[src/rtl/memmap_pkg.sv]
// Shared types and defaults for the CPU memory-map router and its address decoder.
// Latency: none (declarations only).
// Backpressure: none (declarations only).
package memmap_pkg;

  localparam int DEF_DATA_WIDTH = 32;
  localparam int DEF_ADDR_WIDTH = 32;
  localparam int ERR_CNT_WIDTH  = 16;

  // Router transaction phases; one transaction is in flight at a time.
  typedef enum logic [1:0] {
    ST_IDLE     = 2'd0,
    ST_DISPATCH = 2'd1,
    ST_WAIT_RSP = 2'd2,
    ST_RESP     = 2'd3
  } state_e;

endpackage

[src/rtl/memmap_decoder.sv]
// Priority base/mask region decoder: returns hit, region index and offset within the region.
// Latency: purely combinational, zero cycles.
// Backpressure: none; shared with the instruction-fetch path, so it has no state.
module memmap_decoder
  import memmap_pkg::*;
#(
  parameter int ADDR_WIDTH  = DEF_ADDR_WIDTH,
  parameter int NUM_REGIONS = 2,
  parameter logic [NUM_REGIONS*ADDR_WIDTH-1:0] REGION_BASE = {32'hFFFF0000, 32'h00000000},
  parameter logic [NUM_REGIONS*ADDR_WIDTH-1:0] REGION_MASK = {32'hFFFF0000, 32'hFFFFC000},
  parameter int IDX_W       = (NUM_REGIONS > 1) ? $clog2(NUM_REGIONS) : 1
) (
  input  logic [ADDR_WIDTH-1:0] i_addr,
  output logic                  o_hit,
  output logic [IDX_W-1:0]      o_idx,
  output logic [ADDR_WIDTH-1:0] o_offset
);

  // Scan from the highest index down so the lowest matching region is the one left standing.
  always_comb begin
    o_hit    = 1'b0;
    o_idx    = '0;
    o_offset = '0;
    for (int i = NUM_REGIONS - 1; i >= 0; i--) begin
      if ((i_addr & REGION_MASK[i*ADDR_WIDTH +: ADDR_WIDTH]) == REGION_BASE[i*ADDR_WIDTH +: ADDR_WIDTH]) begin
        o_hit    = 1'b1;
        o_idx    = IDX_W'(i);
        o_offset = i_addr & ~REGION_MASK[i*ADDR_WIDTH +: ADDR_WIDTH];
      end
    end
  end

endmodule

[src/rtl/memmap_router.sv]
// Routes one CPU load/store to a base/mask-selected target; unmapped or timed-out accesses return err.
// Latency: unmapped 1 cycle, zero-wait write 2 cycles, zero-wait read 3 cycles after acceptance.
// Backpressure: single outstanding transaction; o_req_ready only in IDLE, response held until i_rsp_ready.
module memmap_router
  import memmap_pkg::*;
#(
  parameter int DATA_WIDTH     = DEF_DATA_WIDTH,
  parameter int ADDR_WIDTH     = DEF_ADDR_WIDTH,
  parameter int NUM_REGIONS    = 2,
  parameter logic [NUM_REGIONS*ADDR_WIDTH-1:0] REGION_BASE = {32'hFFFF0000, 32'h00000000},
  parameter logic [NUM_REGIONS*ADDR_WIDTH-1:0] REGION_MASK = {32'hFFFF0000, 32'hFFFFC000},
  parameter int TIMEOUT_CYCLES = 256
) (
  input  logic                              i_clk,
  input  logic                              i_rst,
  input  logic [ADDR_WIDTH-1:0]             i_req_addr,
  input  logic [DATA_WIDTH-1:0]             i_req_data,
  input  logic [DATA_WIDTH/8-1:0]           i_req_bwe,
  input  logic                              i_req_we,
  input  logic                              i_req_valid,
  output logic                              o_req_ready,
  output logic [DATA_WIDTH-1:0]             o_rsp_data,
  output logic                              o_rsp_err,
  output logic                              o_rsp_valid,
  input  logic                              i_rsp_ready,
  output logic [ADDR_WIDTH-1:0]             o_tgt_addr,
  output logic [DATA_WIDTH-1:0]             o_tgt_data,
  output logic [DATA_WIDTH/8-1:0]           o_tgt_bwe,
  output logic                              o_tgt_we,
  output logic [NUM_REGIONS-1:0]            o_tgt_req_valid,
  input  logic [NUM_REGIONS-1:0]            i_tgt_req_ready,
  input  logic [NUM_REGIONS*DATA_WIDTH-1:0] i_tgt_rsp_data,
  input  logic [NUM_REGIONS-1:0]            i_tgt_rsp_valid,
  output logic [NUM_REGIONS-1:0]            o_tgt_rsp_ready,
  output logic [ERR_CNT_WIDTH-1:0]          o_err_count
);

  localparam int BW    = DATA_WIDTH / 8;
  localparam int IDX_W = (NUM_REGIONS > 1) ? $clog2(NUM_REGIONS) : 1;
  localparam int TO_W  = $clog2(TIMEOUT_CYCLES);
  localparam logic [TO_W-1:0] TO_LAST = TO_W'(TIMEOUT_CYCLES - 1);

  // Latched request; the target sees these fields unchanged for the whole transaction.
  typedef struct packed {
    logic [ADDR_WIDTH-1:0] off;
    logic [DATA_WIDTH-1:0] dat;
    logic [BW-1:0]         bwe;
    logic                  we;
    logic [IDX_W-1:0]      idx;
  } req_t;

  logic                     dec_hit;
  logic [IDX_W-1:0]         dec_idx;
  logic [ADDR_WIDTH-1:0]    dec_off;

  state_e                   state_q, state_d;
  req_t                     req_q, req_d;
  logic [TO_W-1:0]          tmo_q, tmo_d;
  logic [DATA_WIDTH-1:0]    rsp_data_q, rsp_data_d;
  logic                     rsp_err_q, rsp_err_d;
  logic [ERR_CNT_WIDTH-1:0] err_cnt_q, err_cnt_d;

  logic [NUM_REGIONS-1:0]   sel_oh;
  logic                     sel_req_rdy;
  logic                     sel_rsp_vld;
  logic [DATA_WIDTH-1:0]    sel_rsp_dat;
  logic                     err_enter;
  logic                     tmo_last;

  memmap_decoder #(
    .ADDR_WIDTH  (ADDR_WIDTH),
    .NUM_REGIONS (NUM_REGIONS),
    .REGION_BASE (REGION_BASE),
    .REGION_MASK (REGION_MASK),
    .IDX_W       (IDX_W)
  ) u_decoder (
    .i_addr   (i_req_addr),
    .o_hit    (dec_hit),
    .o_idx    (dec_idx),
    .o_offset (dec_off)
  );

  // Turn the latched index into a one-hot select and pick out only that target's inputs.
  always_comb begin
    sel_oh      = '0;
    sel_req_rdy = 1'b0;
    sel_rsp_vld = 1'b0;
    sel_rsp_dat = '0;
    for (int i = 0; i < NUM_REGIONS; i++) begin
      if (req_q.idx == IDX_W'(i)) begin
        sel_oh[i]   = 1'b1;
        sel_req_rdy = i_tgt_req_ready[i];
        sel_rsp_vld = i_tgt_rsp_valid[i];
        sel_rsp_dat = i_tgt_rsp_data[i*DATA_WIDTH +: DATA_WIDTH];
      end
    end
  end

  assign tmo_last = (tmo_q == TO_LAST);

  // Transaction sequencing; a handshake on the terminal timeout cycle takes priority over the timeout.
  always_comb begin
    state_d    = state_q;
    req_d      = req_q;
    tmo_d      = tmo_q;
    rsp_data_d = rsp_data_q;
    rsp_err_d  = rsp_err_q;
    err_enter  = 1'b0;
    case (state_q)
      ST_IDLE: begin
        if (i_req_valid) begin
          req_d.off = dec_off;
          req_d.dat = i_req_data;
          req_d.bwe = i_req_bwe;
          req_d.we  = i_req_we;
          req_d.idx = dec_idx;
          tmo_d     = '0;
          if (dec_hit) begin
            state_d = ST_DISPATCH;
          end else begin
            state_d    = ST_RESP;
            rsp_err_d  = 1'b1;
            rsp_data_d = '0;
            err_enter  = 1'b1;
          end
        end
      end
      ST_DISPATCH: begin
        tmo_d = tmo_q + 1'b1;
        if (sel_req_rdy) begin
          if (req_q.we) begin
            state_d    = ST_RESP;
            rsp_err_d  = 1'b0;
            rsp_data_d = '0;
          end else begin
            state_d = ST_WAIT_RSP;
            tmo_d   = '0;
          end
        end else if (tmo_last) begin
          state_d    = ST_RESP;
          rsp_err_d  = 1'b1;
          rsp_data_d = '0;
          err_enter  = 1'b1;
        end
      end
      ST_WAIT_RSP: begin
        tmo_d = tmo_q + 1'b1;
        if (sel_rsp_vld) begin
          state_d    = ST_RESP;
          rsp_err_d  = 1'b0;
          rsp_data_d = sel_rsp_dat;
        end else if (tmo_last) begin
          state_d    = ST_RESP;
          rsp_err_d  = 1'b1;
          rsp_data_d = '0;
          err_enter  = 1'b1;
        end
      end
      ST_RESP: begin
        if (i_rsp_ready) begin
          state_d = ST_IDLE;
        end
      end
      default: state_d = ST_IDLE;
    endcase
  end

  // Saturating count of error responses, bumped once per entry into an error response.
  always_comb begin
    err_cnt_d = err_cnt_q;
    if (err_enter && (err_cnt_q != '1)) begin
      err_cnt_d = err_cnt_q + 1'b1;
    end
  end

  // State registers; reset abandons any in-flight transaction.
  always_ff @(posedge i_clk or negedge i_rst) begin
    if (!i_rst) begin
      state_q    <= ST_IDLE;
      req_q      <= '0;
      tmo_q      <= '0;
      rsp_data_q <= '0;
      rsp_err_q  <= 1'b0;
      err_cnt_q  <= '0;
    end else begin
      state_q    <= state_d;
      req_q      <= req_d;
      tmo_q      <= tmo_d;
      rsp_data_q <= rsp_data_d;
      rsp_err_q  <= rsp_err_d;
      err_cnt_q  <= err_cnt_d;
    end
  end

  // Ready is gated by reset so the CPU never sees the block accepting while it is held in reset.
  assign o_req_ready     = i_rst && (state_q == ST_IDLE);
  assign o_rsp_valid     = (state_q == ST_RESP);
  assign o_rsp_data      = rsp_data_q;
  assign o_rsp_err       = rsp_err_q;
  assign o_tgt_addr      = req_q.off;
  assign o_tgt_data      = req_q.dat;
  assign o_tgt_bwe       = req_q.bwe;
  assign o_tgt_we        = req_q.we;
  assign o_tgt_req_valid = (state_q == ST_DISPATCH) ? sel_oh : '0;
  assign o_tgt_rsp_ready = (state_q == ST_WAIT_RSP) ? sel_oh : '0;
  assign o_err_count     = err_cnt_q;

endmodule

[config.mk]
export PLATFORM = sky130hd
export DESIGN_NAME = memmap_router
export DESIGN_NICKNAME = d
export VERILOG_FILES = /design/src/rtl/memmap_pkg.sv /design/src/rtl/memmap_decoder.sv /design/src/rtl/memmap_router.sv
export SDC_FILE = /design/constraint.sdc
export NUM_CORES = 1
export LEC_CHECK = 0
export ABC_AREA = 1
export CORE_ASPECT_RATIO = 1.75
export CORE_MARGIN = 2
export CORE_UTILIZATION = 49
export CTS_BUF_LIST = sky130_fd_sc_hd__clkbuf_4
export DETAILED_ROUTE_END_ITERATION = 16
export PLACE_DENSITY = 0.95
export SLEW_MARGIN = 40
export SYNTH_ARGS = -nofsm -noshare
export SYNTH_HDL_FRONTEND = slang
export SYNTH_SLANG_ARGS = --single-unit
[constraint.sdc]
create_clock -name i_clk -period 4.85 [get_ports i_clk]
set_input_delay 0.485 -clock i_clk [delete_from_list [all_inputs] [get_ports i_clk]]
set_output_delay 0.485 -clock i_clk [all_outputs]
set_load 0.005 [all_outputs]
==> Word level (Yosys, flattened, before mapping) <==
Cells that the tools add are included.
W data, S select, Z words.
{ "totals": {"out_inout_bits": 124, "input_bits": 141, "reg_bits": 129} }
{ "op_classes": {"n_eq_ne": 10, "reduce_logical": 9, "addsub": 2, "n_mux": 44} }
{ "op_table": {"columns": ["cell", "n"], "rows": [
  ["$mux W32", 8],
  ["$pmux W32 S3", 1],
  ["$logic_not A32 Y1", 1],
  ["$mux W8", 3],
  ["$pmux W8 S3", 1],
  ["$mux W1", 19],
  ["$add A16 B1 Y16 const B", 1],
  ["$eq A16 B16 Y1 const B", 1],
  ["$mux W16", 1],
  ["$mux W2", 8],
  ["$ne A16 B16 Y1 const B", 1],
  ["$add A8 B1 Y8 const B", 1],
  ["$eq A8 B8 Y1 const B", 1],
  ["$pmux W2 S4", 1],
  ["$pmux W1 S3", 2],
  ["$reduce_and A2 Y1", 3],
  ["$eq A2 B2 Y1 const B", 2],
  ["$ne A2 B2 Y1 const B", 2],
  ["$reduce_and A4 Y1", 1],
  ["$ne A3 B3 Y1 const B", 1],
  ["$reduce_bool A3 Y1", 1],
  ["$eq A2 B1 Y1 const B", 1],
  ["$logic_and A1 B1 Y1", 2],
  ["$logic_not A2 Y1", 1],
  ["$ne A2 B1 Y1 const B", 1]
]} }

==> Depth between registers and ports, before layout <==
{ "depth": {"word_depth": 7, "mapped_depth": 12} }

==> Hierarchy <==
A second synthesis with hierarchy kept.
{ "hier_totals": {"cells_unflattened": 1135, "hier_area_um2": 7903.8} }
{ "by_module_without_submodules": {"columns": ["mod", "area_each_um2", "cells_per_inst", "instances"], "rows": [
  ["memmap_router", 7442.1, 1047, 1],
  ["memmap_decoder", 461.7, 88, 1]
]} }

==> Worst setup path after synthesis <==
No wires, ideal clock.
{ "synth_timing": {"kind": "register to register", "start": "register state_q[0]", "end": "register rsp_data_q[10], in the netlist o_rsp_data[10]", "setup_slack_ps": 3055, "stages_incl_launch_ff": 13, "n_path_buf": 2, "setup_time_ps": 118, "arrival_time_ps": 1677, "t_required_ps": 4732, "cell_sequence": "dfrtp_1 > inv_1 > ha_1 > buf_4 > inv_2 > o21bai_2 > inv_2 > nand2_1 > a21oi_4 > inv_2 > buf_2 > nand2_1 > nand2_1"} }
{ "synth_via": {"elab_chain_len": 3, "word_cells_on_any_way": 9, "cone_classes": "eq/ne (5); mux (1); reduce/logical (3)"} }
{ "synth_lines": {"columns": ["item", "line", "rtl"], "rows": [
  ["start, declared", "memmap_router.sv:56", "state_e state_q, state_d;"],
  ["start signal, assigned", "memmap_router.sv:186", "state_q <= state_d;"],
  ["$eq A2 B1 Y1 (tied with other cells)", "memmap_router.sv:109", "case (state_q)"],
  ["$ne A3 B3 Y1 (no line) (tied with other cells)", null, null],
  ["$reduce_and A4 Y1 (no line)", null, null],
  ["end signal, assigned", "memmap_router.sv:189", "rsp_data_q <= rsp_data_d;"],
  ["end, declared", "memmap_router.sv:59", "logic [DATA_WIDTH-1:0] rsp_data_q, rsp_data_d;"]
]} }
Parallel ways exist; a longest one is shown, timed or not.
A chain may end at the register's enable or synchronous reset.

==> Worst setup path in the final report <==
{ "layout_timing": {"start": "register req_q[0] in the netlist's numbering", "end": "output o_tgt_rsp_ready[0]"} }
{ "layout_via": {"elab_chain_len": 2} }
{ "layout_lines": {"columns": ["item", "line", "rtl"], "rows": [
  ["start, declared", "memmap_router.sv:57", "req_t req_q, req_d;"],
  ["start signal, assigned", "memmap_router.sv:187", "req_q <= req_d;"],
  ["$mux W1", "memmap_router.sv:90", "if (req_q.idx == IDX_W'(i)) begin"],
  ["$mux W2", "memmap_router.sv:205", "assign o_tgt_rsp_ready = (state_q == ST_WAIT_RSP) ? sel_oh : '0;"],
  ["end, declared", "memmap_router.sv:34", "output logic [NUM_REGIONS-1:0] o_tgt_rsp_ready,"]
]} }
Every way passes these cells.

==> flow_summary.toml <==
[clocking]
cts_num_sinks = 113
cts_setup_buffers = 0
htreeDepth = 4
numCtsBuffers = 17
clockBufferDepth = 2
cts-root-buf = "clkbuf_4"
path_clk_slew_ps = 110
clk_latency_ps = 520
cts_tree = "done"

[setup_path]
timing.critical_path.mode_cell = "inv_1"
crit_chain = "inv_1 > buf_4 > nand2_1 > inv_1 > clkdlybuf4s50_1"
startpoint_type = "flip-flop"
worstPathMaxFanout = 19
arrival_ps = 2540
r2r_cells = 9
critPathRequiredTime_ps = 4370
cp_slowest_cell = "dfrtp_1"
path_class = "flip-flop to output pin"
crit_path_end_kind = "output pin"
cpPeakStageDelay_ps = 580

[power_and_ir_drop]
power_mw = 3.836
leakage_nw = 4.314
p_per_area_nw_per_um2 = 426.8
peakVddDrop_mv = 0.2648

[floorplanning]
die_h_um = 158.2
die_w_um = 92.10
dieArea_um2 = 14570
num_io_pins = 265
num_rows = 56
core_area_um2 = 13310
start_util = 0.4999

[detailed_routing]
viasPerCell = 5.196
routed-via-count = 6552
drt-initial-drc-count = 323
drtPass1Iterations = 5
postRouteAntennaNets = 0
drcViolationCount = 0
wl_per_cell_um = 15.28
wirelength_um = 19270

[placement]
place.gp.congestion = 0.8674
dp_hpwl_um = 14170
numPortBuffers = 248

[global_routing]
grt_pass1_wl_um = 30300
grt_max_degree = 56
grt_use_total = 0.2624
antenna_found_initial = 1
use_met1 = 0.2899
grt_pass1_vias = 6359
grt.busiest_layer = "met2"
gr-total-overflow = 0
use_met2 = 0.4692
grtUsageMet3 = 0.06426

[sta]
max_freq_mhz = 330.2
setup_tns_ps = 0
hold_viol_final = 0
period_share = 0.6244
rsz0062_at_grt = "false"
fin_crit_ps = 3028
clock_skew_ps = 17.01
tightest_slew_ps = 700.0
maxSlewViolCount = 0
slew_headroom = 0.5317
setup_viol = 0

[synth]
ys.flop_type = "dfrtp_1"
yosys_warnings = 0
synth-seq-cells = 113
yosysTopAreaCell = "dfrtp_1"
syn_area_um2 = 6655
synth.most_common_cell = "nand2_1"
synthArstFlopShare = 1.000
synth_top_area_frac = 0.4249
synth_cell_types = 40
ys_seq_area_frac = 0.4249
syn_avg_cell_area_um2 = 7.428
synth-edff-count = 0
synth.area.top_cells = "dfrtp_1, nand2_1, buf_4"
synth_common_cells = "nand2_1, dfrtp_1, nand3_1"
syn_inst = 896

[hold_path]
min_path_type = "primary input to asynchronous set/reset pin"

[finish]
nNetsFinal = 1222
postLayoutCoreUtil = 0.6751
area_delta_synth_final_pct = 35.04
drive_gt1_frac = 0.07459
n_fill_cell = 1074

[outcome]
status = "finished clean"

[job]
max-cap-violations = 0
==> final cells by class <==
| class | count | area (µm²) | share of cell area |
|---|---|---|---|
| diodes | 1 | 2.502 | 0.0002784 |
| clock buffers | 18 | 135.1 | 0.01504 |
| clock inverters | 13 | 73.82 | 0.008214 |
| inverters | 38 | 142.6 | 0.01587 |
| multi-input cells | 649 | 3045 | 0.3389 |
| flip-flops and latches | 113 | 2828 | 0.3146 |
| well taps | 174 | 217.7 | 0.02422 |
| repair buffers | 255 | 2542 | 0.2829 |
==> final timing paths <==
kind                               start                 end  slack [ps]
min                                i_rst       o_rsp_data[9]         390
min in group i_clk         o_tgt_addr[2]       o_tgt_addr[2]         490
min reg2reg                o_tgt_addr[2]       o_tgt_addr[2]         490
max in group asynchronous          i_rst        o_tgt_bwe[0]        3530
max                             req_q[0]  o_tgt_rsp_ready[0]        1820
max reg2reg                   state_q[0]     o_err_count[10]        2200
==> power by group <==
part | switching, mW | total [mW] | internal (mW)
Combinational | 1.01 | 1.86 | 0.852
Clock | 0.363 | 0.556 | 0.194
Sequential | 0.210 | 1.42 | 1.21
Total | 1.59 | 3.84 | 2.25
==> cells by family after synthesis <==
logic type,share of synthesized area
and+or+nand+nor,0.3615
buffers and inverters,0.1290
DFF,0.4249
AOI/OAI and AO/OA,0.05772
xor gates and xnor gates,0.01316
adders and majority gates,0.01316
other,0.0005635
==> stage by stage <==
stage / cell area (µm²) / setup slack, ps / std cells / hold WS [ps]
after floorplan: 6711 / 3055 / 911 / 189.4
after global placement: 8736 / 1507 / 1227 / 386.9
after detailed placement: 8751 / 1428 / 1227 / 391.9
after CTS: 8970 / 1759 / 1259 / 353.2
after global routing: 8987 / 1631 / 1261 / 371.9
final: 8987 / 1822 / 1261 / 385.3
==> layer usage <==
layer,up-vias,part of all wire
met2,321,0.54
met3,45,0.071
met1,3040,0.35
met5,-,0
met4,0,0.037
li1,3146,-
==> sequential cells by signal, summed over array words and instances (netlist names) <==
register and count:
o_err_count 16, o_tgt_we 1, o_tgt_bwe 4, o_rsp_data 32, state_q 2, tmo_q 8, req_q 1, o_tgt_addr 16
o_tgt_data 32, o_rsp_err 1
==> cells in the final DEF (no fill, tap or decap), types with 2 or more instances in the layout <==
cell	netlist	final
buf_4	72	6
o211ai_1	24	24
clkdlybuf4s50_1	0	247
o22ai_1	2	2
nand4_1	21	21
ha_1	7	6
nor2_4	1	2
or2_2	24	24
nand2_2	4	5
o21ai_0	4	4
xor2_1	5	5
xnor2_1	5	5
a31oi_1	2	2
clkinv_2	0	5
nand2_1	358	356
conb_1	1	16
nand3_1	96	96
inv_2	4	4
clkinvlp_4	0	5
nand2_4	1	2
dfrtp_1	113	113
nor3_1	5	5
clkinv_1	0	3
inv_1	34	34
nor2_1	47	46
a22o_1	2	2
clkbuf_4	0	18
a21oi_1	12	12
==> worst max-delay path, delay by kind of cell (launching register included) <==
| family | cells | cell delay, ps |
|---|---|---|
| buffers and inverters | 4 | 1380 |
| DFF | 1 | 580 |
| and+or+nand+nor | 1 | 60 |
==> what timing repair did <==
item / in CTS / in global routing
resized for setup: 0 / 0
endpoints found under the hold margin: 20 / 0
hold buffers: 1 / 0
No activity file was read; power rests on OpenSTA's default activity.
